<file path="src/rtl/uart_bus_poller.sv">
// rtl/uart_bus_poller.sv - UART status poller bridging a byte-stream client to the uart host bus
//
// Purpose: polls the uart status register, drains received bytes into an rx
// valid/ready stream and writes bytes taken from a tx valid/ready stream to the
// uart data register, all without CPU involvement.
//
// Ports:
//   clk, reset                    clock, synchronous active-high reset
//   cs, as, rw, addr, wr_data     registered bus request (held until rdy)
//   rd_data, rdy                  bus response
//   tx_in_valid/ready/data        byte stream from client to uart
//   rx_out_valid/ready/data       byte stream from uart to client
//   bus_err                       one-cycle pulse when a transfer times out
//   rx_count, tx_count            completed data transfers (UART_POLL_STATS_EN only)
//
// Optional feature macro: UART_POLL_STATS_EN adds the rx_count/tx_count outputs.

module uart_bus_poller #(
    parameter int POLL_DIV = 64,
    parameter int TIMEOUT  = 16
) (
    input  logic        clk,
    input  logic        reset,
    output logic        cs,
    output logic        as,
    output logic        rw,
    output logic        addr,
    output logic [31:0] wr_data,
    input  logic [31:0] rd_data,
    input  logic        rdy,
    input  logic        tx_in_valid,
    output logic        tx_in_ready,
    input  logic [7:0]  tx_in_data,
    output logic        rx_out_valid,
    input  logic        rx_out_ready,
    output logic [7:0]  rx_out_data,
    output logic        bus_err
`ifdef UART_POLL_STATS_EN
    ,
    output logic [15:0] rx_count,
    output logic [15:0] tx_count
`endif
);

    localparam int PW = (POLL_DIV > 1) ? $clog2(POLL_DIV) : 1;
    localparam int TW = $clog2(TIMEOUT);
    localparam logic [PW-1:0] POLL_RELOAD = PW'(POLL_DIV - 1);
    localparam logic [TW-1:0] TMO_LAST    = TW'(TIMEOUT - 1);

    typedef enum logic [2:0] {
        S_IDLE,
        S_ST_RD,
        S_DECIDE,
        S_DATA_RD,
        S_CLR_WR,
        S_DATA_WR
    } state_t;

    state_t        state;
    logic [PW-1:0] poll_cnt;
    logic [TW-1:0] tmo_cnt;
    logic          tx_full;
    logic [7:0]    tx_byte;
    logic          st_rx;
    logic          st_busy;

    // Only the low byte and two status bits of the read bus carry meaning.
    logic unused_rd_bits;
    assign unused_rd_bits = ^{rd_data[31:8], rd_data[2:1]};

    always_ff @(posedge clk) begin
        if (reset) begin
            state        <= S_IDLE;
            poll_cnt     <= POLL_RELOAD;
            tmo_cnt      <= '0;
            cs           <= 1'b0;
            as           <= 1'b0;
            rw           <= 1'b0;
            addr         <= 1'b0;
            wr_data      <= '0;
            tx_full      <= 1'b0;
            tx_byte      <= '0;
            tx_in_ready  <= 1'b0;
            rx_out_valid <= 1'b0;
            rx_out_data  <= '0;
            bus_err      <= 1'b0;
            st_rx        <= 1'b0;
            st_busy      <= 1'b0;
`ifdef UART_POLL_STATS_EN
            rx_count     <= '0;
            tx_count     <= '0;
`endif
        end else begin
            bus_err     <= 1'b0;
            tx_in_ready <= ~tx_full;

            // Accept only while ready, which implies tx_full=0, so this can
            // never coincide with the DATA_WR completion that clears tx_full.
            if (tx_in_valid && tx_in_ready) begin
                tx_full     <= 1'b1;
                tx_byte     <= tx_in_data;
                tx_in_ready <= 1'b0;
            end

            if (rx_out_valid && rx_out_ready) begin
                rx_out_valid <= 1'b0;
            end

            case (state)
                S_IDLE: begin
                    if (tx_full || poll_cnt == '0) begin
                        poll_cnt <= POLL_RELOAD;
                        state    <= S_ST_RD;
                    end else begin
                        poll_cnt <= poll_cnt - PW'(1);
                    end
                end

                S_DECIDE: begin
                    if (st_rx && !rx_out_valid) begin
                        state <= S_DATA_RD;
                    end else if (tx_full && !st_busy) begin
                        state <= S_DATA_WR;
                    end else begin
                        state <= S_IDLE;
                    end
                end

                // Every bus state enters with cs=0 (the previous transfer
                // dropped it), spends that cycle launching the request, then
                // waits for rdy. This guarantees the idle gap between transfers.
                S_ST_RD, S_DATA_RD, S_CLR_WR, S_DATA_WR: begin
                    if (!cs) begin
                        cs      <= 1'b1;
                        as      <= 1'b1;
                        rw      <= (state == S_CLR_WR) || (state == S_DATA_WR);
                        addr    <= (state == S_DATA_RD) || (state == S_DATA_WR);
                        wr_data <= (state == S_DATA_WR) ? {24'b0, tx_byte} : 32'b0;
                        tmo_cnt <= '0;
                    end else if (rdy) begin
                        cs <= 1'b0;
                        as <= 1'b0;
                        if (state == S_ST_RD) begin
                            st_rx   <= rd_data[0];
                            st_busy <= rd_data[3];
                            state   <= S_DECIDE;
                        end else if (state == S_DATA_RD) begin
                            rx_out_data  <= rd_data[7:0];
                            rx_out_valid <= 1'b1;
                            state        <= S_CLR_WR;
`ifdef UART_POLL_STATS_EN
                            rx_count     <= rx_count + 16'd1;
`endif
                        end else if (state == S_CLR_WR) begin
                            state <= (tx_full && !st_busy) ? S_DATA_WR : S_IDLE;
                        end else begin
                            tx_full     <= 1'b0;
                            tx_in_ready <= 1'b1;
                            state       <= S_IDLE;
`ifdef UART_POLL_STATS_EN
                            tx_count    <= tx_count + 16'd1;
`endif
                        end
                    end else if (tmo_cnt == TMO_LAST) begin
                        // Abort; held bytes stay put so a pending tx is retried.
                        cs      <= 1'b0;
                        as      <= 1'b0;
                        bus_err <= 1'b1;
                        state   <= S_IDLE;
                    end else begin
                        tmo_cnt <= tmo_cnt + TW'(1);
                    end
                end

                default: state <= S_IDLE;
            endcase
        end
    end

endmodule

</file>
<file path="config.mk">
export PLATFORM = sky130hd
export DESIGN_NAME = uart_bus_poller
export DESIGN_NICKNAME = d
export VERILOG_FILES = /design/src/rtl/uart_bus_poller.sv
export SDC_FILE = /design/constraint.sdc
export NUM_CORES = 1
export LEC_CHECK = 0
export ABC_AREA = 1
export BUFFER_PORTS_ARGS = -buffer_cell sky130_fd_sc_hd__buf_2
export CORE_ASPECT_RATIO = 1.5
export CORE_MARGIN = 2
export CORE_UTILIZATION = 51
export DETAILED_ROUTE_END_ITERATION = 6
export PLACE_DENSITY = 0.9
export SKIP_LAST_GASP = 1
export SLEW_MARGIN = 20
export SYNTH_ARGS = -nofsm -noshare
export SYNTH_HDL_FRONTEND = slang
export SYNTH_SLANG_ARGS = --single-unit
</file>
<file path="constraint.sdc">
create_clock -name clk -period 3.4 [get_ports clk]
set_input_delay 0.17 -clock clk [delete_from_list [all_inputs] [get_ports clk]]
set_output_delay 0.17 -clock clk [all_outputs]
set_load 0.005 [all_outputs]
</file>
# == Word level (Yosys, flattened, before mapping) ==
# Index checks and enable logic that the tools add are counted.
# W data, S select, Z words.
# totals
output_inout_bits,47
reg_bits,71
wordCells,95
mem_bits_rw,0
mem_bits_ro,0
latchBits,0
inputBits,45
n_memories,0
# op_classes
magnitude_cmp,0
mux,42
addsub,2
n_div,0
n_eq_ne,12
n_shift,0
multipliers,0
bitwise_logic,4
n_reduce_logical,19
# ops
operator,count
$mux W1,27
$mux W3,9
$mux W4,3
$pmux W3 S3,1
$mux W8,1
$ne A2 B2 Y1 const B,4
$reduce_or A4 Y1,2
$eq A3 B2 Y1 const B,2
$eq A3 B3 Y1 const B,2
$logic_not A6 Y1,1
$mux W6,1
$reduce_and A3 Y1,2
$sub A6 B1 Y6 const B,1
$reduce_and A5 Y1,1
$add A4 B1 Y4 const B,1
$eq A4 B4 Y1 const B,1
$logic_and A1 B1 Y1,4
$not A1 Y1,4
$reduce_and A2 Y1,2
$reduce_and A4 Y1,1
$eq A3 B1 Y1 const B,1
$logic_not A3 Y1,1
$logic_or A1 B1 Y1,3
$ne A3 B1 Y1 const B,1
2 further kinds,3

# == Logic depth before layout (Yosys ltp) ==
# Gate-level depths: netlist of run 1.
# logic_depth
ltp_word,9
depth_mapped,9

# == Worst setup path after synthesis of run 1 ==
# OpenSTA, ideal clock, no wires.
# synth_path
path_type,register -> register
start,register poll_cnt[0]
end,register poll_cnt[5]
setup_ps,127
stages_incl_launch_ff,7
arrival_time_ps,1080
setup_slack_ps,2193
required_ps,3273
path_cell_list,dfxtp_1 > inv_1 > ha_1 > nand3_1 > nand2_1 > a21oi_1 > nand3_1
# synth_between
elab_chain_len,3
elab_cells_between_ends,4
classes_between,add/sub: 1; mux: 1; reduce/logical: 2
# synth_rtl
element,line,rtl
from (decl),60,logic [PW-1:0] poll_cnt;
from (signal assigned),115,poll_cnt <= poll_cnt - PW'(1);
"parallel branches: the longest is 2 deep, another holds $sub A6 B1 Y6",n/a,
$mux W6 (*),111,if (tx_full || poll_cnt == '0) begin
# Every way passes the cells marked *.
# A chain may end at the register's enable or synchronous reset.

# == Final worst setup path of run 1 ==
# Same ends and word-level chain as after synthesis.

==> parameters.txt, run 1 <==
Parameter                              Value

GRT
  Global-route wire length before repair ... 6.734 mm
  Vias in the first global route ... 1602
  Pin count of the biggest net entering global routing ... 24
  GR Overflow Total ... 0
  GRT Total Usage ... 0.1757
  Initial antenna violation count ... 0

Critical path
  Chain of cells forming the critical path ... inv_1 > ha_1 > nand3_1 > nand2_1 > a21oi_1 > nand3_1
  Crit Path Category ... reg -> reg
  Worst path most repeated cell ... sky130_fd_sc_hd__nand3_1
  Stage delay of the slowest cell on the critical path ... 0.39 ns
  Worst-path cell with the longest stage delay ... sky130_fd_sc_hd__dfxtp_1
  Critical Path Source Type ... flip-flop
  Worst EP required ... 3.58 ns
  R2r startpoint ... poll_cnt[0]
  Kind of end point of the critical path ... flip-flop
  Buffers & Inverters on Critical Path ... 1
  Cell type group with the largest total delay on the critical path ... flip-flops
  Crit-path max FO ... 4
  Critical Path Start ... poll_cnt[0]
  Crit path DAT ... 1.60 ns

Power and ir drop
  Maximum vdd ir drop ... 460.5 uV
  Total power divided by cell area ... 547.0 nW/um^2
  Leakage Power ... 1.162 nW

STA
  Number of hold violations in the final report ... 0
  Portion of the clock cycle consumed by the worst path in the final layout ... 0.4174
  Setup_tns ... 0 ns
  Normalized max-slew margin ... 0.5626
  Maximum operating frequency ... 0.7047 GHz
  Worst setup skew after layout ... 0.008436 ns
  Number of pins with negative max-slew slack in the final report ... 0
  Number of setup violations in the final report ... 0
  Worst-margin pin slew ... 0.6553 ns
  Setup repair after global routing missed its margin ... no
  Final critical-path required period ... 1.419 ns

Logic synthesis
  Simple-gate share of the synthesized area ... 0.2576
  Dominant synthesized flop cell ... sky130_fd_sc_hd__dfxtp_1
  Share of the synthesized area in compound gates (AO/OA/AOI/OAI) ... 0.1360
  Warnings, synthesis ... 0
  Portion of netlist area occupied by mux cells ... 0
  Count of cell types in the netlist ... 34
  Largest family of logic cells by synthesized area ... simple AND/OR/NAND/NOR gates
  Post-Synthesis Cells ... 276
  Share of synthesized flip-flops with an asynchronous set or reset ... 0
  Netlist Area Pre-Place ... 2181 um^2
  EDFF count, synth ... 0
  Area share of fa/ha/maj cells after synthesis ... 0.01721
  Syn avg cell area ... 7.902 um^2
  Sequential element share of the synthesized area ... 0.4314
  Total of flip-flops plus latches after synthesis ... 47
  Xor/xnor share of the synthesized area ... 0.008032

Cells and area
  Layout Nets ... 368
  Inserted Diodes ... 0
  Layout Cell Area excl Fill ... 2476 um^2
  Most frequent cells in the layout ... sky130_fd_sc_hd__dfxtp_1, sky130_fd_sc_hd__buf_2, sky130_fd_sc_hd__nand2_1, sky130_fd_sc_hd__nor2_1, sky130_fd_sc_hd__conb_1
  Most common cell after layout, fill and taps aside ... sky130_fd_sc_hd__dfxtp_1
  Relative area change from synthesis to final layout ... 13.54%
  Share of post-route cells with drive strength above 1 ... 0.2555
  Post-layout instance count excluding filler cells ... 367

Routing
  Number of nets with antenna violations after routing ... 0
  Overall routed net length ... 4.107 mm
  Average wire length per cell after detail routing ... 11.19 um
  Via total after detailed routing ... 1821
  DRC violations left ... 0
  Number of iterations in the first detailed-routing pass ... 5
  Vias/cell ... 4.962
  Iteration-0 DRC count of the detailed router ... 57

Place
  Port-buffer cells ... 43
  Final GP Congestion ... 0.7809
  Cell area after placement ... 2340 um^2
  Number of cells in the design after placement ... 359
  Post-DP HPWL ... 3.024 mm

Job
  Count of maximum capacitance violations ... 0

Clock tree
  Clock-pin slew of the registers on the worst-case setup and hold paths ... 0.09 ns
  Buffers inserted during post-CTS setup optimization ... 0
  Clk Latency, worst-skew pair ... 0.30 ns
  Number of buffers added by the clock tree synthesis step ... 5
  Number of buffers on the longest clock path ... 2
  Number of sinks on the clock net ... 47
  Cell at the root of the clock tree ... sky130_fd_sc_hd__clkbuf_8
  Cts hold-fix bufs ... 0
  Post-cts sizing count ... 0
  Max H-tree Level ... 2
  CTS tree ... built

Worst hold path
  Min-delay worst type ... in -> reg
  Min-delay src ... rd_data[7]

Floorplan
  Area of the die ... 4826 um^2
  Initial standard-cell utilization of the core ... 0.5226
  Area of the core ... 4173 um^2
  Horiz. Die Dim ... 57.39 um
  Number of cell rows ... 29
  Ports placed on the boundary ... 92
  Die H ... 84.09 um

Outcome
  Result of the run ... finished clean
-- through the flow --
step / utilization / hold WS (ns) / setup slack, ns / total power, mW
2_1_floorplan: - / 0.3219 / 2.193 / 0.8431
3_3_place_gp: 0.5607 / 0.4179 / 1.943 / 0.8727
3_5_place_dp: 0.5607 / 0.4358 / 1.894 / 0.8832
4_1_cts: 0.5934 / 0.1094 / 1.991 / 1.361
5_1_grt: 0.5934 / 0.1271 / 1.874 / 1.414
6_report: 0.5934 / 0.1153 / 1.981 / 1.355
-- power by group --
part	leakage, nW	switching [mW]	total, mW	internal [mW]
combinational	0.716	0.176	0.265	0.0895
clock	0.0644	0.189	0.482	0.293
sequential	0.381	0.0267	0.608	0.581
-- routing by layer --
metal	wire length [um]	global-route usage
met2	2109	0.3130
met5	0	0
met4	89	0.07822
met1	1637	0.1905
met3	271	0.04031
-- cells in the mapped netlist, types with 5 or more instances --
master / instances / area share
sky130_fd_sc_hd__nand3_1: 10 / 0.023
sky130_fd_sc_hd__nand2_4: 5 / 0.026
sky130_fd_sc_hd__o21ai_0: 18 / 0.041
sky130_fd_sc_hd__nor2_1: 31 / 0.053
sky130_fd_sc_hd__dfxtp_1: 47 / 0.43
sky130_fd_sc_hd__a21oi_1: 18 / 0.041
sky130_fd_sc_hd__buf_4: 24 / 0.083
sky130_fd_sc_hd__inv_1: 21 / 0.036
sky130_fd_sc_hd__o21ai_1: 9 / 0.021
sky130_fd_sc_hd__nand2_1: 42 / 0.072
sky130_fd_sc_hd__nand2_2: 5 / 0.014
sky130_fd_sc_hd__inv_2: 8 / 0.014
-- cell families after synthesis --
family | count (synthesis)
flip-flops | 47
buffers and inverters | 60
AND/OR/NAND/NOR | 109
AO/OA/AOI/OAI | 54
adder cells (fa/ha/maj) | 3
XOR/XNOR | 2
other | 1
-- cell type report --
cell class / instances / area, um^2
Fill cell: 384 / 1697
Multi-Input combinational cell: 192 / 1003
Sequential cell: 47 / 940.9
Timing Repair Buffer: 43 / 215.2
Inverter: 31 / 122.6
Clock buffer: 5 / 68.82
Clock inverter: 3 / 67.56
Tap cell: 46 / 57.56
-- state kept, by name (all words and copies together), names as in the netlist --
signal	cells
wr_data	8
state	3
rx_out_data	8
st_rx	1
tx_byte	8
st_busy	1
rw	1
rx_out_valid	1
cs	1
poll_cnt	6
addr	1
tx_full	1
as	1
bus_err	1
tmo_cnt	4
tx_in_ready	1
-- path summary, 6_finish.rpt --
check                        end  slack (ns)  depth (start not counted)
setup / recovery     poll_cnt[5]        1.98                          6
hold / removal    rx_out_data[7]        0.12                          3
setup reg to reg     poll_cnt[5]        1.98                          6
hold reg to reg          st_busy        0.45                          2
-- worst reg2reg max path, stage by stage (launching register included) --
cell                      delay, ns
sky130_fd_sc_hd__dfxtp_1       0.39
sky130_fd_sc_hd__inv_1         0.09
sky130_fd_sc_hd__ha_1          0.20
sky130_fd_sc_hd__nand3_1       0.14
sky130_fd_sc_hd__nand2_1       0.07
sky130_fd_sc_hd__a21oi_1       0.30
sky130_fd_sc_hd__nand3_1       0.12
(Power assumes the default switching activity.)
==> run 2: changes to the inputs <==
--- a/config.mk
+++ b/config.mk
@@ -9,9 +9,9 @@
 export BUFFER_PORTS_ARGS = -buffer_cell sky130_fd_sc_hd__buf_2
 export CORE_ASPECT_RATIO = 1.5
 export CORE_MARGIN = 2
-export CORE_UTILIZATION = 51
+export CORE_UTILIZATION = 43
 export DETAILED_ROUTE_END_ITERATION = 6
-export PLACE_DENSITY = 0.9
+export PLACE_DENSITY = 0.82
 export SKIP_LAST_GASP = 1
 export SLEW_MARGIN = 20
 export SYNTH_ARGS = -nofsm -noshare
==> constraint.sdc (replaced) <==
create_clock -name clk -period 1.2 [get_ports clk]
set_input_delay 0.06 -clock clk [delete_from_list [all_inputs] [get_ports clk]]
set_output_delay 0.06 -clock clk [all_outputs]
set_load 0.005 [all_outputs]
==> run 2 against run 1 <==
Effect of this change:
- the run now ends with hold timing left
- global-route usage shrank 1.4 points
- sequential power increased to 2.8 times the previous value
- via count is 2.9% higher
- critical endpoint is now state[1]
- largest power group unchanged
==> parameters.txt, run 2 (synthesized netlist as in run 1, its figures left out) <==
Parameter                              Value

Critical path
  Worst EP required ... 1.39 ns (-2.19 ns)
  Crit-path max FO ... 7 (+3)
  Crit Path Category ... reg -> reg
  Kind of end point of the critical path ... flip-flop
  Crit path DAT ... 1.39 ns (-0.21 ns)
  Critical Path Source Type ... flip-flop

Routing
  Via total after detailed routing ... 1873 (+2.9%)
  Iteration-0 DRC count of the detailed router ... 81 (+42%)
  Vias/cell ... 4.591 (-7.5%)
  Number of iterations in the first detailed-routing pass ... 4 (-1)
  DRC violations left ... 0 (unchanged)
  Average wire length per cell after detail routing ... 10.95 um (-2.1%)
  Number of nets with antenna violations after routing ... 0 (unchanged)
  Overall routed net length ... 4.469 mm (+8.8%)

Place
  Pre-CTS setup slack ... -0.07608 ns (-1.970 ns)
  Post-DP HPWL ... 3.164 mm (+4.6%)
  Number of cells in the design after placement ... 397 (+11%)
  Final GP Congestion ... 0.8545 (+9.4%)
  Port-buffer cells ... 43 (unchanged)

STA
  Final critical-path required period ... 1.199 ns (-0.2204 ns)
  Minimum hold slack ... -0.009219 ns (-0.1245 ns)
  Number of setup violations in the final report ... 0 (unchanged)
  Setup_tns ... 0 ns (unchanged)
  Number of pins with negative max-slew slack in the final report ... 0 (unchanged)
  Maximum operating frequency ... 0.8342 GHz (+18%)
  Worst setup skew after layout ... 0.009028 ns (+0.0005918 ns)
  Smallest setup slack after layout ... 0.001255 ns (-1.980 ns)
  Setup repair after global routing missed its margin ... yes
  Number of hold violations in the final report ... 3 (+3)
  Portion of the clock cycle consumed by the worst path in the final layout ... 0.9990 (+0.5816)

Power and ir drop
  Reported net switching power ... 1.194 mW (+210%)
  Part of the power in registers ... 0.424 (-0.025)
  Leakage Power ... 1.260 nW (+8.4%)
  Sw Share ... 0.2933 (+0.004689)
  Proportion of power drawn by combinational gates ... 0.239 (+0.043)
  Maximum vdd ir drop ... 825.4 uV (+79%)
  Total power divided by cell area ... 1471 nW/um^2 (+170%)
  Cell internal power dissipation ... 2.877 mW (+200%)
  Clock power frac ... 0.337 (-0.019)
  Overall power of the completed layout ... 4.071 mW (+200%)

Floorplan
  Area of the die ... 5669 um^2 (+17%)
  Die H ... 91.22 um (+8.5%)
  Area of the core ... 4848 um^2 (+16%)
  Ports placed on the boundary ... 92 (unchanged)
  Horiz. Die Dim ... 62.15 um (+8.3%)
  Initial standard-cell utilization of the core ... 0.4498 (-0.07283)
  Number of cell rows ... 31 (+6.9%)

Clock tree
  Clock-pin slew of the registers on the worst-case setup and hold paths ... 0.09 ns (about the same)
  Number of buffers on the longest clock path ... 2 (unchanged)
  Clk Latency, worst-skew pair ... 0.30 ns (about the same)
  Cell at the root of the clock tree ... sky130_fd_sc_hd__clkbuf_8
  CTS tree ... built
  Max H-tree Level ... 2 (unchanged)
  Number of buffers added by the clock tree synthesis step ... 5 (unchanged)
  Number of sinks on the clock net ... 47 (unchanged)

Outcome
  Violated checks ... hold timing
  Result of the run ... finished, violations left

Cells and area
  Most frequent cells in the layout ... sky130_fd_sc_hd__buf_2, sky130_fd_sc_hd__nand2_1, sky130_fd_sc_hd__dfxtp_1, sky130_fd_sc_hd__nor2_1, sky130_fd_sc_hd__conb_1
  Footprint of the flip-flops and latches ... 957.2 um^2 (+1.7%)
  Relative area change from synthesis to final layout ... 26.91%
  Largest registers ranked by flip-flop count ... rx_out_data x8, tx_byte x8, wr_data x8
  Share of post-route cells with drive strength above 1 ... 0.3596 (+0.1042)
  Layout Nets ... 389 (+5.7%)
  Post-layout instance count excluding filler cells ... 408 (+11%)
  Most common cell after layout, fill and taps aside ... sky130_fd_sc_hd__buf_2
  Combined area of the multi-input logic cells ... 1087 um^2 (+8.4%)
  Inserted Diodes ... 0 (unchanged)
  Filler instances ... 437 (+14%)

GRT
  Initial antenna violation count ... 0 (unchanged)
  GRT Total Usage ... 0.1621 (-0.01361)
  Vias in the first global route ... 1792 (+12%)
  Global-route wire length before repair ... 7.493 mm (+11%)
  GR Overflow Total ... 0 (unchanged)
  Pin count of the biggest net entering global routing ... 16 (-33%)

Job
  Count of maximum capacitance violations ... 0 (unchanged)

Worst hold path
  Min-delay worst type ... in -> reg
## run 2: changes by cell type in the layout (fill, tap and decap cells not counted), sizes merged
| cell | change |
|---|---|
| buf | +20 |
| nand2 | +1 |
| clkinv | -1 |
| inv | +1 |
## run 2: layout make-up
type / instances / area share
Clock inverter: 3 / 0.02441
Clock buffer: 5 / 0.02486
Timing Repair Buffer: 63 / 0.1320
Multi-Input combinational cell: 193 / 0.3929
Sequential cell: 47 / 0.3458
Tap cell: 66 / 0.02984
Inverter: 31 / 0.05018
## run 2: metrics by stage
stage / instance area (um^2) / hold WS, ns / util
4_1_cts: 2695 / 0.004594 / 0.5559
6_report: 2768 / -0.009219 / 0.5708
3_5_place_dp: 2504 / 0.3202 / 0.5164
2_1_floorplan: 2271 / 0.2119 / -
5_1_grt: 2768 / 0.01541 / 0.5708
3_3_place_gp: 2504 / 0.3041 / 0.5164
## run 2: worst paths after layout
kind	from	end	slack, ns	cells after the start
min reg2reg	wr_data[7]	wr_data[7]	0.45	2
max reg2reg	state[2]	state[1]	0.001	8
max	state[2]	state[1]	0.001	8
min	rd_data[5]	rx_out_data[5]	-0.009	3
## run 2: repair_timing
item / CTS / global route
gates cloned: 0 / 1
endpoints found under the hold margin: 0 / 0
pin swaps: 8 / 13
gates resized for setup: 16 / 26
hold buffers: 0 / 0
buffers inserted: 2 / 0
endpoints found under the setup margin: 25 / 34
## run 2: critical path, stage by stage (launching register included)
cell and delay (ns):
sky130_fd_sc_hd__dfxtp_4 0.37, sky130_fd_sc_hd__inv_4 0.08, sky130_fd_sc_hd__nand2_4 0.07, sky130_fd_sc_hd__nand2_8 0.11, sky130_fd_sc_hd__nand3_4 0.16, sky130_fd_sc_hd__nand2_4 0.13, sky130_fd_sc_hd__clkinv_4 0.07, sky130_fd_sc_hd__nand2_2 0.06
sky130_fd_sc_hd__a21oi_2 0.04
## run 2: power by group through the flow
stage               combinational [mW]  clock [mW]  sequential (mW)
floorplan                        0.649           0             1.74
global placement                 0.854           0             1.74
detailed placement               0.874           0             1.75
CTS                              0.919        1.40             1.73
global route                      1.09        1.46             1.74
finish                           0.973        1.37             1.73
## run 2: routing by layer
metal | part of all wire | GRT usage | wire length (um) | vias to the layer above
met5 | 0 | 0 | 0 | -
met4 | 0.027 | 0.07407 | 119 | 0
met3 | 0.058 | 0.03470 | 260 | 11
met2 | 0.52 | 0.3025 | 2312 | 66
met1 | 0.40 | 0.1715 | 1777 | 821
li1 | - | - | - | 975
